<file path="src/rtl/rah_pkg.sv">
// Shared constants, FSM encoding and chunk-select helper for the RAH hash readback path.
// Optional build macro: RAH_HASH_SEQ_HDR_EN (adds a header word per emitted result).
package rah_pkg;

  localparam int HASH_WIDTH  = 256;
  localparam int CHUNK_WIDTH = 48;
  localparam int NUM_CHUNKS  = 6;
  localparam int DROP_WIDTH  = 16;

  localparam logic [15:0] HDR_MAGIC  = 16'hA55A;
  localparam logic [2:0]  LAST_CHUNK = 3'd5;

  typedef enum logic [1:0] {
    ST_IDLE = 2'd0,
    ST_HDR  = 2'd1,
    ST_EMIT = 2'd2
  } rah_state_t;

  // Select read-FIFO word idx of a hash; the last word carries the top 16 bits zero-padded.
  function automatic logic [CHUNK_WIDTH-1:0] chunk_sel(input logic [HASH_WIDTH-1:0] h,
                                                       input logic [2:0] idx);
    logic [CHUNK_WIDTH-1:0] w;
    case (idx)
      3'd0:    w = h[47:0];
      3'd1:    w = h[95:48];
      3'd2:    w = h[143:96];
      3'd3:    w = h[191:144];
      3'd4:    w = h[239:192];
      3'd5:    w = {32'h0000_0000, h[255:240]};
      default: w = 48'h0000_0000_0000;
    endcase
    return w;
  endfunction

endpackage

</file>
<file path="src/rtl/rah_hash_buf.sv">
// Two-entry buffer of 256-bit hash results. A push into a full buffer is taken
// only when a pop happens in the same cycle (the popped slot is reused).
module rah_hash_buf
  import rah_pkg::*;
(
  input  logic                  clk,
  input  logic                  rst_n,
  input  logic                  push,
  input  logic [HASH_WIDTH-1:0] push_data,
  input  logic                  pop,
  output logic [HASH_WIDTH-1:0] head,
  output logic [1:0]            count
);

  logic [HASH_WIDTH-1:0] r_mem [2];
  logic                  r_rd_ptr;
  logic                  r_wr_ptr;
  logic [1:0]            r_count;
  logic                  w_pop_ok;
  logic                  w_push_ok;

  assign w_pop_ok  = pop && (r_count != 2'd0);
  assign w_push_ok = push && ((r_count != 2'd2) || w_pop_ok);

  // Storage slots: write the incoming hash at the write pointer.
  always_ff @(posedge clk or negedge rst_n) begin
    if (!rst_n) begin
      r_mem[0] <= '0;
      r_mem[1] <= '0;
    end else if (w_push_ok) begin
      r_mem[r_wr_ptr] <= push_data;
    end
  end

  // Pointers and occupancy.
  always_ff @(posedge clk or negedge rst_n) begin
    if (!rst_n) begin
      r_rd_ptr <= 1'b0;
      r_wr_ptr <= 1'b0;
      r_count  <= 2'd0;
    end else begin
      if (w_push_ok) begin
        r_wr_ptr <= ~r_wr_ptr;
      end
      if (w_pop_ok) begin
        r_rd_ptr <= ~r_rd_ptr;
      end
      case ({w_push_ok, w_pop_ok})
        2'b10:   r_count <= r_count + 2'd1;
        2'b01:   r_count <= r_count - 2'd1;
        default: r_count <= r_count;
      endcase
    end
  end

  assign head  = r_mem[r_rd_ptr];
  assign count = r_count;

endmodule

</file>
<file path="src/rtl/rah_hash_readback.sv">
// Captures SHA hash1 results into a two-entry buffer and serialises each into
// 48-bit read-FIFO words. The SHA core cannot be stalled: overflow is counted.
// Optional build macro: RAH_HASH_SEQ_HDR_EN -- emits {A55A, seq, drop_count}
// ahead of each result's data words.
module rah_hash_readback
  import rah_pkg::*;
(
  input  logic                   clk,
  input  logic                   rst_n,
  input  logic                   hash_valid,
  input  logic [HASH_WIDTH-1:0]  hash_data,
  input  logic                   rd_fifo_full,
  output logic                   rd_fifo_wr_en,
  output logic [CHUNK_WIDTH-1:0] rd_fifo_wr_data,
  output logic                   busy,
  output logic [DROP_WIDTH-1:0]  drop_count
);

`ifdef RAH_HASH_SEQ_HDR_EN
  localparam rah_state_t FIRST_STATE = ST_HDR;
`else
  localparam rah_state_t FIRST_STATE = ST_EMIT;
`endif

  rah_state_t             r_state;
  rah_state_t             w_state_nxt;
  logic [2:0]             r_chunk_idx;
  logic [2:0]             w_chunk_nxt;
  logic [DROP_WIDTH-1:0]  r_drop_count;
  logic [1:0]             w_buf_count;
  logic [HASH_WIDTH-1:0]  w_head;
  logic                   w_push;
  logic                   w_pop;
  logic                   w_drop;
  logic                   w_wr_en;
  logic                   w_more;
  logic [CHUNK_WIDTH-1:0] w_hdr_word;

  // A pop with a full buffer frees a slot this cycle, so a coincident hash is kept.
  assign w_push = hash_valid && ((w_buf_count != 2'd2) || w_pop);
  assign w_drop = hash_valid && !w_push;
  // Another result remains after the pop if the other slot is occupied or a hash arrives now.
  assign w_more = (w_buf_count == 2'd2) || hash_valid;

  rah_hash_buf u_buf (
    .clk       (clk),
    .rst_n     (rst_n),
    .push      (w_push),
    .push_data (hash_data),
    .pop       (w_pop),
    .head      (w_head),
    .count     (w_buf_count)
  );

`ifdef RAH_HASH_SEQ_HDR_EN
  logic [15:0] r_seq;

  // Emitted-result sequence number, advanced on each result's final data word.
  always_ff @(posedge clk or negedge rst_n) begin
    if (!rst_n) begin
      r_seq <= 16'h0000;
    end else if (w_pop) begin
      r_seq <= r_seq + 16'h0001;
    end else begin
      r_seq <= r_seq;
    end
  end

  assign w_hdr_word = {HDR_MAGIC, r_seq, r_drop_count};
`else
  assign w_hdr_word = 48'h0000_0000_0000;
`endif

  // FSM state and chunk index registers.
  always_ff @(posedge clk or negedge rst_n) begin
    if (!rst_n) begin
      r_state     <= ST_IDLE;
      r_chunk_idx <= 3'd0;
    end else begin
      r_state     <= w_state_nxt;
      r_chunk_idx <= w_chunk_nxt;
    end
  end

  // Next state: write whenever emitting and the FIFO has room; hold everything while full.
  always_comb begin
    w_state_nxt = r_state;
    w_chunk_nxt = r_chunk_idx;
    w_pop       = 1'b0;
    w_wr_en     = 1'b0;
    case (r_state)
      ST_IDLE: begin
        if (w_buf_count != 2'd0) begin
          w_state_nxt = FIRST_STATE;
        end else begin
          w_state_nxt = ST_IDLE;
        end
      end
      ST_HDR: begin
        if (!rd_fifo_full) begin
          w_wr_en     = 1'b1;
          w_state_nxt = ST_EMIT;
        end else begin
          w_state_nxt = ST_HDR;
        end
      end
      ST_EMIT: begin
        if (!rd_fifo_full) begin
          w_wr_en = 1'b1;
          if (r_chunk_idx == LAST_CHUNK) begin
            w_pop       = 1'b1;
            w_chunk_nxt = 3'd0;
            if (w_more) begin
              w_state_nxt = FIRST_STATE;
            end else begin
              w_state_nxt = ST_IDLE;
            end
          end else begin
            w_chunk_nxt = r_chunk_idx + 3'd1;
            w_state_nxt = ST_EMIT;
          end
        end else begin
          w_state_nxt = ST_EMIT;
        end
      end
      default: begin
        w_state_nxt = ST_IDLE;
        w_chunk_nxt = 3'd0;
      end
    endcase
  end

  // Saturating count of hashes lost to a full buffer.
  always_ff @(posedge clk or negedge rst_n) begin
    if (!rst_n) begin
      r_drop_count <= '0;
    end else if (w_drop && (r_drop_count != {DROP_WIDTH{1'b1}})) begin
      r_drop_count <= r_drop_count + {{(DROP_WIDTH-1){1'b0}}, 1'b1};
    end else begin
      r_drop_count <= r_drop_count;
    end
  end

  // Write-data mux: header, or the selected chunk of the head entry; zero when not writing.
  always_comb begin
    rd_fifo_wr_data = 48'h0000_0000_0000;
    if (!w_wr_en) begin
      rd_fifo_wr_data = 48'h0000_0000_0000;
    end else if (r_state == ST_HDR) begin
      rd_fifo_wr_data = w_hdr_word;
    end else begin
      rd_fifo_wr_data = chunk_sel(w_head, r_chunk_idx);
    end
  end

  assign rd_fifo_wr_en = w_wr_en;
  assign busy          = (w_buf_count != 2'd0) || (r_state != ST_IDLE);
  assign drop_count    = r_drop_count;

endmodule
</file>
<file path="config.mk">
export PLATFORM = sky130hd
export DESIGN_NAME = rah_hash_readback
export DESIGN_NICKNAME = d
export VERILOG_FILES = /design/src/rtl/rah_pkg.sv /design/src/rtl/rah_hash_buf.sv /design/src/rtl/rah_hash_readback.sv
export SDC_FILE = /design/constraint.sdc
export NUM_CORES = 1
export LEC_CHECK = 0
export CORE_MARGIN = 2
export CORE_UTILIZATION = 35
export CTS_BUF_LIST = sky130_fd_sc_hd__clkbuf_16
export CTS_CLUSTER_DIAMETER = 30
export DETAILED_ROUTE_END_ITERATION = 10
export PLACE_DENSITY = 0.63
export SLEW_MARGIN = 30
export SYNTH_ARGS = -nofsm -noshare
export SYNTH_HDL_FRONTEND = slang
export SYNTH_SLANG_ARGS = --single-unit
</file>
<file path="constraint.sdc">
create_clock -name clk -period 2.77 [get_ports clk]
set_clock_uncertainty 0.1 [all_clocks]
set_input_delay 0.6925 -clock clk [delete_from_list [all_inputs] [get_ports clk]]
set_output_delay 0.6925 -clock clk [all_outputs]
set_load 0.1 [all_outputs]
</file>
==> results.cfg <==
[finish]
nets = 2598
fillers = 5786
area_growth_pct = 50.77
multiInputGateArea_um2 = 12620
fin_area_um2 = 38370
drive_above_1_share_pct = 45.73
final_util_pct = 53.49
ff_latch_area_um2 = 13440

[floorplan]
initial_core_util_pct = 35.48
io_pins = 326
die_w_um = 273.6
die_area_um2 = 74880
die_h_um = 273.6
rows = 98
core_area_um2 = 71730

[status]
violations = negative setup slack
status = complete, but fails checks

[clock_network]
numCtsBuffers = 131
cts_sinks = 537
cts-root-buf = clkbuf_16
cts_tree = built
ctsHtreeMaxLevel = 4
cts.path.max_buffers = 3
clock_latency_ns = 0.69
path_clk_slew_ns = 0.04

[logic_synthesis]
ys_warn_count = 0
syn_inst = 1787
synth_edf_count = 0
yosysUniqueCellTypes = 45
synth-main-ff-cell = dfrtp_1
synth_area_leaders = dfrtp_1 53%, mux2_4 14%, mux2i_1 6.9%
synth_area_leader_cell = dfrtp_1
postSynth.asyncResetShare_pct = 100.0
ys_ff_latch = 537
seq_area_frac_synth_pct = 52.80
synth_top_area_share_pct = 52.80
synth_common_cells = 537 x dfrtp_1, 240 x mux2_4, 176 x mux2i_1
syn-cell-area_um2 = 25450
syn_nets = 2054
avgSynthCellArea_um2 = 14.24
yosysMostFrequentCell = dfrtp_1

[detailed_routing]
postRouteAntennaNets = 0
drc = 0
wl_per_cell_um = 23.01
dr_total_vias = 17389
first_iter_violations = 964
drt_first_pass_iters = 5
routed_wl_um = 78040
vias_per_cell = 5.126

[worst_setup_path]
r2r_slack_ns = 0.25
worstSetupEndpoint = rd_fifo_wr_data[26]
reg2reg_from = r_chunk_idx[1]
cp-start-kind = register
critPathMaxFanout = 5
crit_path_end_kind = output pin
r2r_end = u_buf.r_mem[289]
crit_start = u_buf.r_rd_ptr
cp.required_ns = 1.98
arrival_ns = 2.69
path_class = reg2out
ff2ff_path_depth = 9

[placed_design]
globalplace.congestion = 0.7914
placed_area_um2 = 31700
dp_hpwl_um = 49180
port_buffers = 325

[global_route]
antenna_found_initial = 15
grt_pass1_wl_um = 117900
grt_pass1_vias = 19473
grt_overflow = 0
grt_max_degree = 77
grt.total_usage_pct = 20.65

[sta]
fin_ws_ns = -0.7141
finalSetupViolCount = 48
rsz0062_at_grt = yes
finalCriticalPeriod_ns = 3.484
hold_viol = 0
period_share_pct = 125.8
worst_pin_slew_ns = 0.4875
slew_violations = 0
worst_slew_margin_rel_pct = 67.50
fmax_mhz = 287.0

[pwr]
leakage_nw = 16.44
power_density_nw_per_um2 = 1461
irDropWorstVdd_mv = 1.222

[worst_hold_path]
hold_class = reg2reg

[job]
maxCapViolations = 0
-- where the power goes --
group	switching, mW	internal [mW]	leakage (nW)
clock	5.01	9.76	2.16
sequential	2.46	11.9	6.35
combinational	13.2	13.8	7.94
total	20.6	35.4	16.4
-- cell type report --
class                      instances  share of cell area, %
multi-input combinational       1118                  32.88
antenna                            4                0.02609
inverter                           5                0.04892
clock inverter                   108                  2.645
sequential                       537                  35.04
timing repair buffer             538                  17.66
tap                              950                  3.098
clock buffer                     132                  8.609
-- worst max-delay path, cell delays in order (launching register included) --
cell	delay, ns
dfrtp_4	0.48
buf_12	0.15
bufbuf_16	0.27
buf_4	0.17
mux2i_2	0.26
o22ai_4	0.12
nor3_2	0.20
buf_4	0.15
nor2_4	0.04
buf_12	0.15
-- how the worst min path moves through the flow --
stage               slack (ns)                to  depth (start not counted)              from
CTS                       0.38  u_buf.r_mem[393]                          1  u_buf.r_mem[393]
global placement          0.37  u_buf.r_mem[400]                          1  u_buf.r_mem[400]
finish                    0.38  u_buf.r_mem[310]                          1  u_buf.r_mem[310]
detailed placement        0.37  u_buf.r_mem[375]                          1  u_buf.r_mem[375]
global route              0.39  u_buf.r_mem[371]                          1  u_buf.r_mem[371]
floorplan                 0.30     drop_count[0]                          0             rst_n
-- repair_timing --
item / CTS / global route
hold buffers: 1 / 0
buffers inserted: 33 / 10
pin swaps: 76 / 32
cloned: 17 / 6
endpoints found under the setup margin: 48 / 48
gates resized for setup: 190 / 86
hold endpoints to repair: 35 / 0
-- routing by layer --
layer	track usage, %	share of wire (%)	vias to the layer above
met5	0	0.15	-
met4	7.852	2.6	22
met3	5.202	5.6	155
met2	33.77	49	483
met1	26.29	43	9048
li1	-	-	7681
-- flip-flops by register name, indices dropped and copies added (netlist names) --
name            flops
u_buf.r_wr_ptr      1
r_state             2
u_buf.count         2
u_buf.r_rd_ptr      1
drop_count         16
u_buf.r_mem       512
r_chunk_idx         3
-- per-stage QoR --
stage	power [mW]	instances	setup slack, ns	TNS, ns	hold WS [ns]
after floorplan	29.40	1787	-0.3473	-12.65	0.2969
after global placement	36.34	3088	-0.1963	-59.47	0.3650
after detailed placement	37.00	3088	-0.2209	-59.15	0.3739
after CTS	55.30	3377	-0.7291	-32.58	0.3833
after global routing	58.64	3390	-0.7996	-36.39	0.3897
final	56.05	3392	-0.7141	-30.82	0.3819
-- layout by cell type (no fill, tap or decap), drive strengths merged, types with 3 or more instances in the layout --
master         instances
bufinv                11
dfrtp                537
nor3                  50
mux2i                176
nand3                  3
a22oi                 32
clkbuf               138
bufbuf                 7
nor2                  89
diode                  4
ha                     7
xnor2                 16
o21ai                 22
mux2                 529
nand4                  6
nand2                 30
buf                  266
clkinvlp              12
a221oi                32
clkdlybuf4s50        258
inv                   40
clkinv                50
a21oi                 32
nand3b                 4
xor2                   4
and3                   5
o22ai                 64
-- kinds of logic (layout without fill, tap and decap cells) --
kind of cell	after synthesis	after routing	synth area share, %
fa+ha+maj	7	7	0.3442
mux	705	705	33.87
other cells	0	4	0
buf+inv	132	783	3.796
xor+xnor	20	20	0.6883
flops	537	537	52.80
compound gates	187	187	4.868
simple gates	199	199	3.628
Power figures use the tool's default switching activity.
